`config.mk`:
```
export PLATFORM = sky130hd
export DESIGN_NAME = mipi_rffe_master
export DESIGN_NICKNAME = d
export VERILOG_FILES = /design/src/rtl/mipi_rffe_master_pkg.sv /design/src/rtl/mipi_rffe_master_bit_timer.sv /design/src/rtl/mipi_rffe_master.sv
export SDC_FILE = /design/constraint.sdc
export NUM_CORES = 1
export LEC_CHECK = 0
export BUFFER_PORTS_ARGS = -buffer_cell sky130_fd_sc_hd__buf_2
export CELL_PAD_IN_SITES_DETAIL_PLACEMENT = 0
export CELL_PAD_IN_SITES_GLOBAL_PLACEMENT = 1
export CORE_ASPECT_RATIO = 0.8
export CORE_MARGIN = 2
export CORE_UTILIZATION = 46
export DETAILED_ROUTE_END_ITERATION = 8
export GPL_TIMING_DRIVEN = 1
export PLACE_DENSITY = 0.82
export SKIP_CTS_REPAIR_TIMING = 1
export SLEW_MARGIN = 20
export SYNTH_ARGS = -nofsm -noshare
export SYNTH_HDL_FRONTEND = slang
export SYNTH_SLANG_ARGS = --single-unit
```
`constraint.sdc`:
```
create_clock -name clk -period 2.05 [get_ports clk]
set_input_delay 0.205 -clock clk [delete_from_list [all_inputs] [get_ports clk]]
set_output_delay 0.205 -clock clk [all_outputs]
set_load 0.05 [all_outputs]
```
`src/rtl/mipi_rffe_master_pkg.sv`:
```
// Shared constants, command encodings and FSM state type for the RFFE master.
package mipi_rffe_master_pkg;

    localparam logic [1:0] MIPI_CMD_REGWR  = 2'd0;
    localparam logic [1:0] MIPI_CMD_REGRD  = 2'd1;
    localparam logic [1:0] MIPI_CMD_REG0WR = 2'd2;
    localparam logic [1:0] MIPI_CMD_RSVD   = 2'd3;

    localparam int MIPI_SA_NBIT       = 4;
    localparam int MIPI_ADDR_NBIT     = 5;
    localparam int MIPI_FRM_CMD_NBIT  = 13;
    localparam int MIPI_FRM_DATA_NBIT = 9;

    typedef enum logic [3:0] {
        ST_IDLE,
        ST_SSC1,
        ST_SSC0,
        ST_CMD,
        ST_DATA_W,
        ST_BP_R,
        ST_DATA_R,
        ST_BP,
        ST_RSP
    } state_t;

endpackage

```
`src/rtl/mipi_rffe_master_bit_timer.sv`:
```
// Bit-cell divider: flags each bit boundary and the mid-bit SCLK fall, and owns the SCLK register.
module mipi_bit_timer #(
    parameter int CLK_DIV = 2
) (
    input  logic clk,
    input  logic rst_n,
    input  logic clr,
    input  logic sclk_en,
    output logic bit_start,
    output logic sclk_fall,
    output logic sclk
);

    localparam int CW = $clog2(2 * CLK_DIV);
    localparam logic [CW-1:0] LAST = CW'(2 * CLK_DIV - 1);
    localparam logic [CW-1:0] FALL = CW'(CLK_DIV - 1);

    logic [CW-1:0] cnt_reg;

    // bit_start marks the edge on which the next bit cell begins
    assign bit_start = !clr && (cnt_reg == LAST);
    assign sclk_fall = !clr && (cnt_reg == FALL);

    always_ff @(posedge clk or negedge rst_n) begin
        if (!rst_n) begin
            cnt_reg <= '0;
            sclk    <= 1'b0;
        end else if (clr) begin
            cnt_reg <= '0;
            sclk    <= 1'b0;
        end else if (bit_start) begin
            cnt_reg <= '0;
            sclk    <= sclk_en;
        end else begin
            cnt_reg <= cnt_reg + 1'b1;
            if (sclk_fall)
                sclk <= 1'b0;
        end
    end

endmodule

```
`src/rtl/mipi_rffe_master.sv`:
```
// RFFE master: serialises SSC, command frame, data frame and bus park; returns read data and parity status.
module mipi_rffe_master
    import mipi_rffe_master_pkg::*;
#(
    parameter int CLK_DIV = 2
) (
    input  logic       clk,
    input  logic       rst_n,
    input  logic       cmd_vd,
    output logic       cmd_rdy,
    input  logic [1:0] cmd_type,
    input  logic [3:0] cmd_sa,
    input  logic [4:0] cmd_addr,
    input  logic [7:0] cmd_wdata,
    output logic       rsp_vd,
    output logic [7:0] rsp_rdata,
    output logic       rsp_perr,
    output logic       sclk,
    output logic       sdo,
    output logic       sdo_en,
    input  logic       sdi
);

    function automatic logic odd_par(input logic [11:0] v);
        return ~^v;
    endfunction

    state_t                          state_reg;
    logic [MIPI_FRM_CMD_NBIT-1:0]    sh_reg;
    logic [MIPI_FRM_DATA_NBIT-1:0]   wd_reg;
    logic [MIPI_FRM_DATA_NBIT-1:0]   rx_reg;
    logic [3:0]                      bcnt_reg;
    logic [1:0]                      type_reg;

    logic [7:0]                      cmd_byte;
    logic [MIPI_FRM_CMD_NBIT-1:0]    cmd_frame;
    logic [MIPI_FRM_DATA_NBIT-1:0]   data_frame;
    logic                            bit_start;
    logic                            sclk_fall;
    logic                            timer_clr;
    logic                            sclk_en;

    always_comb begin
        cmd_byte = 8'h00;
        case (cmd_type)
            MIPI_CMD_REGWR:  cmd_byte = {3'b010, cmd_addr};
            MIPI_CMD_REGRD:  cmd_byte = {3'b011, cmd_addr};
            MIPI_CMD_REG0WR: cmd_byte = {1'b1, cmd_wdata[6:0]};
            default:         cmd_byte = 8'h00;
        endcase
    end

    assign cmd_frame  = {cmd_sa, cmd_byte, odd_par({cmd_sa, cmd_byte})};
    assign data_frame = {cmd_wdata, odd_par({4'd0, cmd_wdata})};

    // SCLK pulses in every bit cell that follows SSC, up to and including bus park
    assign timer_clr = (state_reg == ST_IDLE) || (state_reg == ST_RSP);
    assign sclk_en   = (state_reg == ST_SSC0) || (state_reg == ST_CMD) || (state_reg == ST_DATA_W)
                    || (state_reg == ST_BP_R) || (state_reg == ST_DATA_R);

    mipi_bit_timer #(.CLK_DIV(CLK_DIV)) u_bit_timer (
        .clk       (clk),
        .rst_n     (rst_n),
        .clr       (timer_clr),
        .sclk_en   (sclk_en),
        .bit_start (bit_start),
        .sclk_fall (sclk_fall),
        .sclk      (sclk)
    );

    always_ff @(posedge clk or negedge rst_n) begin
        if (!rst_n) begin
            state_reg <= ST_IDLE;
            sh_reg    <= '0;
            wd_reg    <= '0;
            rx_reg    <= '0;
            bcnt_reg  <= '0;
            type_reg  <= '0;
            cmd_rdy   <= 1'b1;
            sdo       <= 1'b0;
            sdo_en    <= 1'b1;
            rsp_vd    <= 1'b0;
            rsp_rdata <= '0;
            rsp_perr  <= 1'b0;
        end else begin
            rsp_vd <= 1'b0;
            case (state_reg)
                ST_IDLE: begin
                    if (cmd_vd && cmd_rdy) begin
                        cmd_rdy  <= 1'b0;
                        type_reg <= cmd_type;
                        sh_reg   <= cmd_frame;
                        wd_reg   <= data_frame;
                        if (cmd_type == MIPI_CMD_RSVD) begin
                            state_reg <= ST_RSP;
                            rsp_vd    <= 1'b1;
                            rsp_rdata <= 8'h00;
                            rsp_perr  <= 1'b1;
                        end else begin
                            state_reg <= ST_SSC1;
                            sdo       <= 1'b1;
                        end
                    end
                end
                ST_SSC1: if (bit_start) begin
                    state_reg <= ST_SSC0;
                    sdo       <= 1'b0;
                end
                ST_SSC0: if (bit_start) begin
                    state_reg <= ST_CMD;
                    sdo       <= sh_reg[12];
                    sh_reg    <= {sh_reg[11:0], 1'b0};
                    bcnt_reg  <= '0;
                end
                ST_CMD: if (bit_start) begin
                    if (bcnt_reg == 4'd12) begin
                        bcnt_reg <= '0;
                        case (type_reg)
                            MIPI_CMD_REGWR: begin
                                state_reg <= ST_DATA_W;
                                sdo       <= wd_reg[8];
                                wd_reg    <= {wd_reg[7:0], 1'b0};
                            end
                            MIPI_CMD_REGRD: begin
                                state_reg <= ST_BP_R;
                                sdo       <= 1'b0;
                            end
                            default: begin
                                state_reg <= ST_BP;
                                sdo       <= 1'b0;
                            end
                        endcase
                    end else begin
                        sdo      <= sh_reg[12];
                        sh_reg   <= {sh_reg[11:0], 1'b0};
                        bcnt_reg <= bcnt_reg + 4'd1;
                    end
                end
                ST_DATA_W: if (bit_start) begin
                    if (bcnt_reg == 4'd8) begin
                        state_reg <= ST_BP;
                        sdo       <= 1'b0;
                    end else begin
                        sdo      <= wd_reg[8];
                        wd_reg   <= {wd_reg[7:0], 1'b0};
                        bcnt_reg <= bcnt_reg + 4'd1;
                    end
                end
                ST_BP_R: begin
                    // release the line for the slave once SCLK has fallen
                    if (sclk_fall)
                        sdo_en <= 1'b0;
                    if (bit_start) begin
                        state_reg <= ST_DATA_R;
                        bcnt_reg  <= '0;
                    end
                end
                ST_DATA_R: begin
                    if (sclk_fall)
                        rx_reg <= {rx_reg[7:0], sdi};
                    if (bit_start) begin
                        if (bcnt_reg == 4'd8)
                            state_reg <= ST_BP;
                        else
                            bcnt_reg <= bcnt_reg + 4'd1;
                    end
                end
                ST_BP: if (bit_start) begin
                    state_reg <= ST_RSP;
                    sdo       <= 1'b0;
                    sdo_en    <= 1'b1;
                    rsp_vd    <= 1'b1;
                    if (type_reg == MIPI_CMD_REGRD) begin
                        rsp_rdata <= rx_reg[8:1];
                        rsp_perr  <= (odd_par({4'd0, rx_reg[8:1]}) != rx_reg[0]);
                    end else begin
                        rsp_rdata <= 8'h00;
                        rsp_perr  <= 1'b0;
                    end
                end
                ST_RSP: begin
                    state_reg <= ST_IDLE;
                    cmd_rdy   <= 1'b1;
                end
                default: state_reg <= ST_IDLE;
            endcase
        end
    end

endmodule

```
# Yosys cells after proc, flatten, opt, wreduce, memory -nomap -nowiden
# Index checks and enable logic that the tools add are counted.
# word_totals
out_inout_bits	14
regBits	57
in_bits	23
wordCells	152
# classes
mux	64
n_reduce_logical	36
n_eq_ne	36
n_addsub	2
# op_table
cell	n
$mux 4	15
$mux 9	6
$mux 13	4
$pmux 13 s3	1
$reduce_xnor 12->1	3
$mux 8	4
$pmux 4 s7	1
$pmux 9 s3	1
$pmux 8 s3	1
$ne 2x2->1 const B	11
$mux 1	21
$eq 4x3->1 const B	4
$ne 2x1->1 const B	8
$pmux 8 s2	1
$reduce_and 7->1	2
$eq 4x4->1 const B	3
$pmux 4 s3	1
$reduce_bool 3->1	4
$reduce_and 5->1	2
$reduce_and 9->1	1
$eq 4x2->1 const B	2
$pmux 1 s2	4
$eq 2x1->1 const B	3
$eq 2x2->1 const B	3
18 further kinds	32

# Depth between registers and ports, before layout
# logic_depth
depth_word	7
mapped_depth	8
depth_no_buf	7

# Modules after synthesis
# A second synthesis with hierarchy kept.
# unflattened
cells_unflattened	293
hier_area_um2	3165.5
# modules_own_cells
module	area_each_um2	instances	cells_per_inst	seq_area_each_um2
mipi_rffe_master	3024.2	1	280	1353.8
mipi_bit_timer	141.4	1	13	75.1

# Worst setup path after synthesis
# Ideal clock, no wire load.
# synth_path
kind	register to register
start	register bcnt_reg[0]
end	register wd_reg[0]
setup_time_ns	0.125
required_ns	1.925
arrival_time_ns	1.669
n_path_buf	0
path_slack_ns	0.256
stages_incl_launch_ff	8
path_cell_list	dfrtp_1 -> inv_1 -> ha_1 -> nand3b_1 -> a21oi_1 -> nor3_1 -> o211ai_2 -> mux2_2
# synth_via
elab_chain_cells	3
elab_cells_between_ends	5
classes_between	eq/ne: 4; reduce/logical: 1
# synth_lines
item	line	text
start: declaration	mipi_rffe_master.sv:32	logic [3:0] bcnt_reg;
start signal: assignment	mipi_rffe_master.sv:136	bcnt_reg <= bcnt_reg + 4'd1;
start signal: assignment	mipi_rffe_master.sv:146	bcnt_reg <= bcnt_reg + 4'd1;
start signal: assignment	mipi_rffe_master.sv:165	bcnt_reg <= bcnt_reg + 4'd1;
$eq 4x4->1 (on tied branches)	mipi_rffe_master.sv:140, mipi_rffe_master.sv:116	
$ne 2x2->1 (no line) / $ne 2x1->1 (equally long branches)	--	
$reduce_and 7->1 (no line) (*)	--	
end signal: assignment	mipi_rffe_master.sv:93	wd_reg <= data_frame;
end signal: assignment	mipi_rffe_master.sv:122	wd_reg <= {wd_reg[7:0], 1'b0};
end signal: assignment	mipi_rffe_master.sv:145	wd_reg <= {wd_reg[7:0], 1'b0};
end: declaration	mipi_rffe_master.sv:30	logic [MIPI_FRM_DATA_NBIT-1:0] wd_reg;
# Mark *: on every way between the ends. The rest lies on a longest branch, timed or not.
# A chain may end at the register's enable or synchronous reset.

# Worst setup path after layout
# layout_path
start	register bcnt_reg[0]
end	register wd_reg[3]
# Same word-level chain as after synthesis.

==> results.md <==
Run status:
- The flow ran to the end, and the final reports show no timing, DRC or antenna violations.

Power and ir drop:
- The overall power after layout is 4.21 mW.
- The largest voltage drop on the vdd net is 0.590 mV.
- The power density of the placed cells is 1100 nW/µm².
- The analysis attributes to cell leakage a power of 1.79 nW.

Worst hold path:
- The path class of the tightest hold or removal check is primary input to flop.
- The cell depth of the worst min-delay path is 2.
- The startpoint identified for the worst hold timing path is sdi.
- For hold timing, the worst endpoint is rx_reg[0].

Global route:
- The all-layer global routing usage is 18.1%.
- The first-pass GRT wire length is 11100 µm.
- The via count of the first global-routing pass is 2226.
- The sum of overflow across all layers after global routing is 0.
- Entering global routing, the biggest net connects 37 pins.
- The number of antenna violations at the first check in global routing is 0.

Drt:
- The detailed router's first-iteration violation count is 157.
- The number of nets still failing antenna checks after routing is 0.
- Wires add up to 6410 µm.
- The detail-routed via count per cell is 5.22.
- The detailed-route via count is 2348.
- After detailed routing, the average wire length per cell comes to 14.2 µm.
- For this run, the detailed router's first-pass iteration total came to 4.
- In the routed design, unresolved DRC markers number 0.

Layout:
- Cells with a size suffix above 1 make up 28.7% of the layout.
- The area growth from synthesis to layout is 19.6%.
- Cells fill 56.4% of the core in the end.
- Leaving out fill and tap cells, the most frequent cell in the layout is sky130_fd_sc_hd__dfrtp_1.
- The top cell types in the final layout, fill and taps aside, are sky130_fd_sc_hd__dfrtp_1 (55), sky130_fd_sc_hd__buf_2 (36), sky130_fd_sc_hd__nand2_1 (30), sky130_fd_sc_hd__o21ai_0 (28), sky130_fd_sc_hd__mux2_2 (20).
- The number of flip-flops in the largest register is 13.
- The net count of the finished layout is 385.
- 0 antenna diodes ended up in the layout.
- The number of non-filler instances in the completed layout is 450.

Floorplanning:
- The floorplan has 27 rows.
- The area enclosed by the die boundary is 7680 µm².
- The floorplan die width is 97.5 µm.
- The top-level I/O count is 37.
- The initial standard-cell utilization of the core is 47.1%.
- The die outline height is 78.8 µm.
- In this run the standard cell core region covers 6820 µm².

STA:
- The max-slew violation count is 0.
- The worst slew margin relative to its limit is 67.1%.
- Setup repair after global routing left no endpoint under its margin.
- The timing-limited maximum frequency is 510 MHz.
- The transition time at the pin with the least slew margin is 0.494 ns.
- The number of hold violations in the final report came to 0.
- For the finished layout, the period the worst path requires is 1.96 ns.
- The final clock skew is 0.00679 ns.
- Setup violations remaining at the end of the flow were counted as 0.
- The part of the cycle the worst path needs is 95.7%.
- The summed negative setup slack over all endpoints is 0 ns.

Synthesis:
- The number of distinct library cells after synthesis is 53.
- Synthesis inferred 57 register bits.
- The number of cells produced by synthesis is 307.
- The dominant register cell in the synthesized netlist is sky130_fd_sc_hd__dfrtp_1.
- The net count after synthesis is 334.
- The fraction of synthesized cell area taken by the top area cell type is 42.8%.
- By area the synthesized netlist is led by sky130_fd_sc_hd__dfrtp_1 (43%), sky130_fd_sc_hd__mux2_2 (7.0%), sky130_fd_sc_hd__o21ai_0 (4.4%).
- The synthesized netlist occupies a cell area of 3220 µm².
- Of all cell types, the one taking the most synthesized area is sky130_fd_sc_hd__dfrtp_1.
- Of all flip-flops after synthesis, the portion carrying an async set or reset was 100%.
- Sequential cells were found to cover 44.4% of the synthesized design area.
- For this run, the number of Yosys warnings is 0.
- In this run, synthesis inferred 0 flip-flops with an integrated enable.
- The post-synthesis average cell area is 10.5 µm².

Setup path:
- Data on the critical path is required at its endpoint by 2.27 ns.
- In this run the critical register-to-register path is captured at wd_reg[3].
- The type of origin of the critical path is a flop.
- The worst-case register-to-register setup slack is 0.09 ns.
- Measured in cells, the most critical reg-to-reg path has a length of 9.
- Data arrives at the worst endpoint at 2.18 ns.
- The startpoint of the most critical register-to-register path is bcnt_reg[0].
- The category of the critical setup timing path is flop to flop.
- The timing startpoint of the critical path is bcnt_reg[0].
- STA classifies the critical path endpoint as a flop.
- Of all nets on the critical path, the largest fanout is 4.

Place:
- The count of buffers from port buffering is 36.
- The count of placed standard cells including taps is 430.
- The HPWL after detailed placement is 4580 µm.
- The congestion estimate from routability-driven global placement came to 0.865.

Clocking:
- After clock tree synthesis, the clock-pin slew on the worst setup and hold paths is 0.07 ns.
- The later pin in the worst-skew pair is clocked with a latency of 0.33 ns.
- Clock tree synthesis inserted a total of 9 buffers.
- The clock tree from TritonCTS is built.
- The tree is rooted in a sky130_fd_sc_hd__clkbuf_8.
- The H-tree generated during clock tree synthesis spans 3 levels.
- In this run the deepest clock path goes through 2 buffers.
- The number of clock sinks is 57.

Flow run:
- Across the run, the number of max-cap violations was 0.
## per-stage QoR
step	hold WS (ns)	instance area, µm²	setup slack, ns
floorplan	-0.0906	3220	0.256
global placement	0.194	3550	0.178
detailed placement	0.199	3550	0.136
global route	0.0902	3850	0.00135
finish	0.102	3850	0.0883
CTS	-0.175	3790	0.107
## worst max-delay path by stage
| stage | end | cells past startpoint |
|---|---|---|
| 2_1_floorplan | wd_reg[0] | 7 |
| 3_3_place_gp | wd_reg[4] | 8 |
| 3_5_place_dp | wd_reg[5] | 8 |
| 4_1_cts | wd_reg[0] | 8 |
| 5_1_grt | wd_reg[4] | 9 |
| 6_report | wd_reg[3] | 9 |
## power by group
part | switching (mW) | total [mW] | internal [mW] | leakage (nW)
clock network | 0.455 | 1.24 | 0.784 | 0.123
registers | 0.132 | 1.48 | 1.35 | 0.718
logic | 0.768 | 1.49 | 0.724 | 0.950
total | 1.36 | 4.21 | 2.86 | 1.79
## area by class of cell
class	instances	area (µm²)
Clock buffer	12	165
Clock inverter	4	73.8
Fill cell	616	2980
Inverter	9	33.8
Multi-Input combinational cell	226	1670
Sequential cell	57	1430
Tap cell	87	109
Timing Repair Buffer	55	368
## worst max-delay path, stage by stage (launching register included)
cell and delay [ns]:
sky130_fd_sc_hd__dfrtp_1 0.40, sky130_fd_sc_hd__inv_1 0.10, sky130_fd_sc_hd__ha_2 0.20, sky130_fd_sc_hd__nand3b_1 0.15, sky130_fd_sc_hd__a21oi_2 0.16, sky130_fd_sc_hd__nor3_1 0.07
sky130_fd_sc_hd__o211ai_2 0.15, sky130_fd_sc_hd__buf_4 0.16, sky130_fd_sc_hd__clkbuf_16 0.14, sky130_fd_sc_hd__mux2_2 0.32
## cells by family (layout without fill, tap and decap cells)
kind of cell / count (synthesis) / after routing / synth area share (%)
buf+inv: 24 / 80 / 3.93
simple gates: 87 / 87 / 13.9
compound gates: 77 / 77 / 16.2
xor+xnor: 22 / 22 / 7.27
flops: 57 / 57 / 44.4
fa+ha+maj: 4 / 4 / 1.56
mux: 36 / 36 / 12.7
## Yosys cell counts, types with 4 or more instances
cell,n
sky130_fd_sc_hd__nand3_1,7
sky130_fd_sc_hd__xor2_1,7
sky130_fd_sc_hd__dfrtp_1,55
sky130_fd_sc_hd__o21ai_0,28
sky130_fd_sc_hd__a21oi_1,15
sky130_fd_sc_hd__mux2i_1,7
sky130_fd_sc_hd__inv_1,9
sky130_fd_sc_hd__ha_1,4
sky130_fd_sc_hd__a22o_1,10
sky130_fd_sc_hd__nand2_1,30
sky130_fd_sc_hd__mux2_1,8
sky130_fd_sc_hd__nor2_1,15
sky130_fd_sc_hd__nand2b_1,9
sky130_fd_sc_hd__mux2_2,20
sky130_fd_sc_hd__xnor2_1,12
sky130_fd_sc_hd__buf_2,8
sky130_fd_sc_hd__nor2b_1,8
## layer usage
metal | global-route usage, % | vias up | part of all wire (%)
met3 | 6.25 | 9 | 4.8
met5 | 0 | - | 0
li1 | - | 1190 | -
met1 | 27.3 | 1107 | 52
met4 | 4.58 | 0 | 1.3
met2 | 24.7 | 42 | 42
Note: power is estimated with default switching activity, not from simulation.
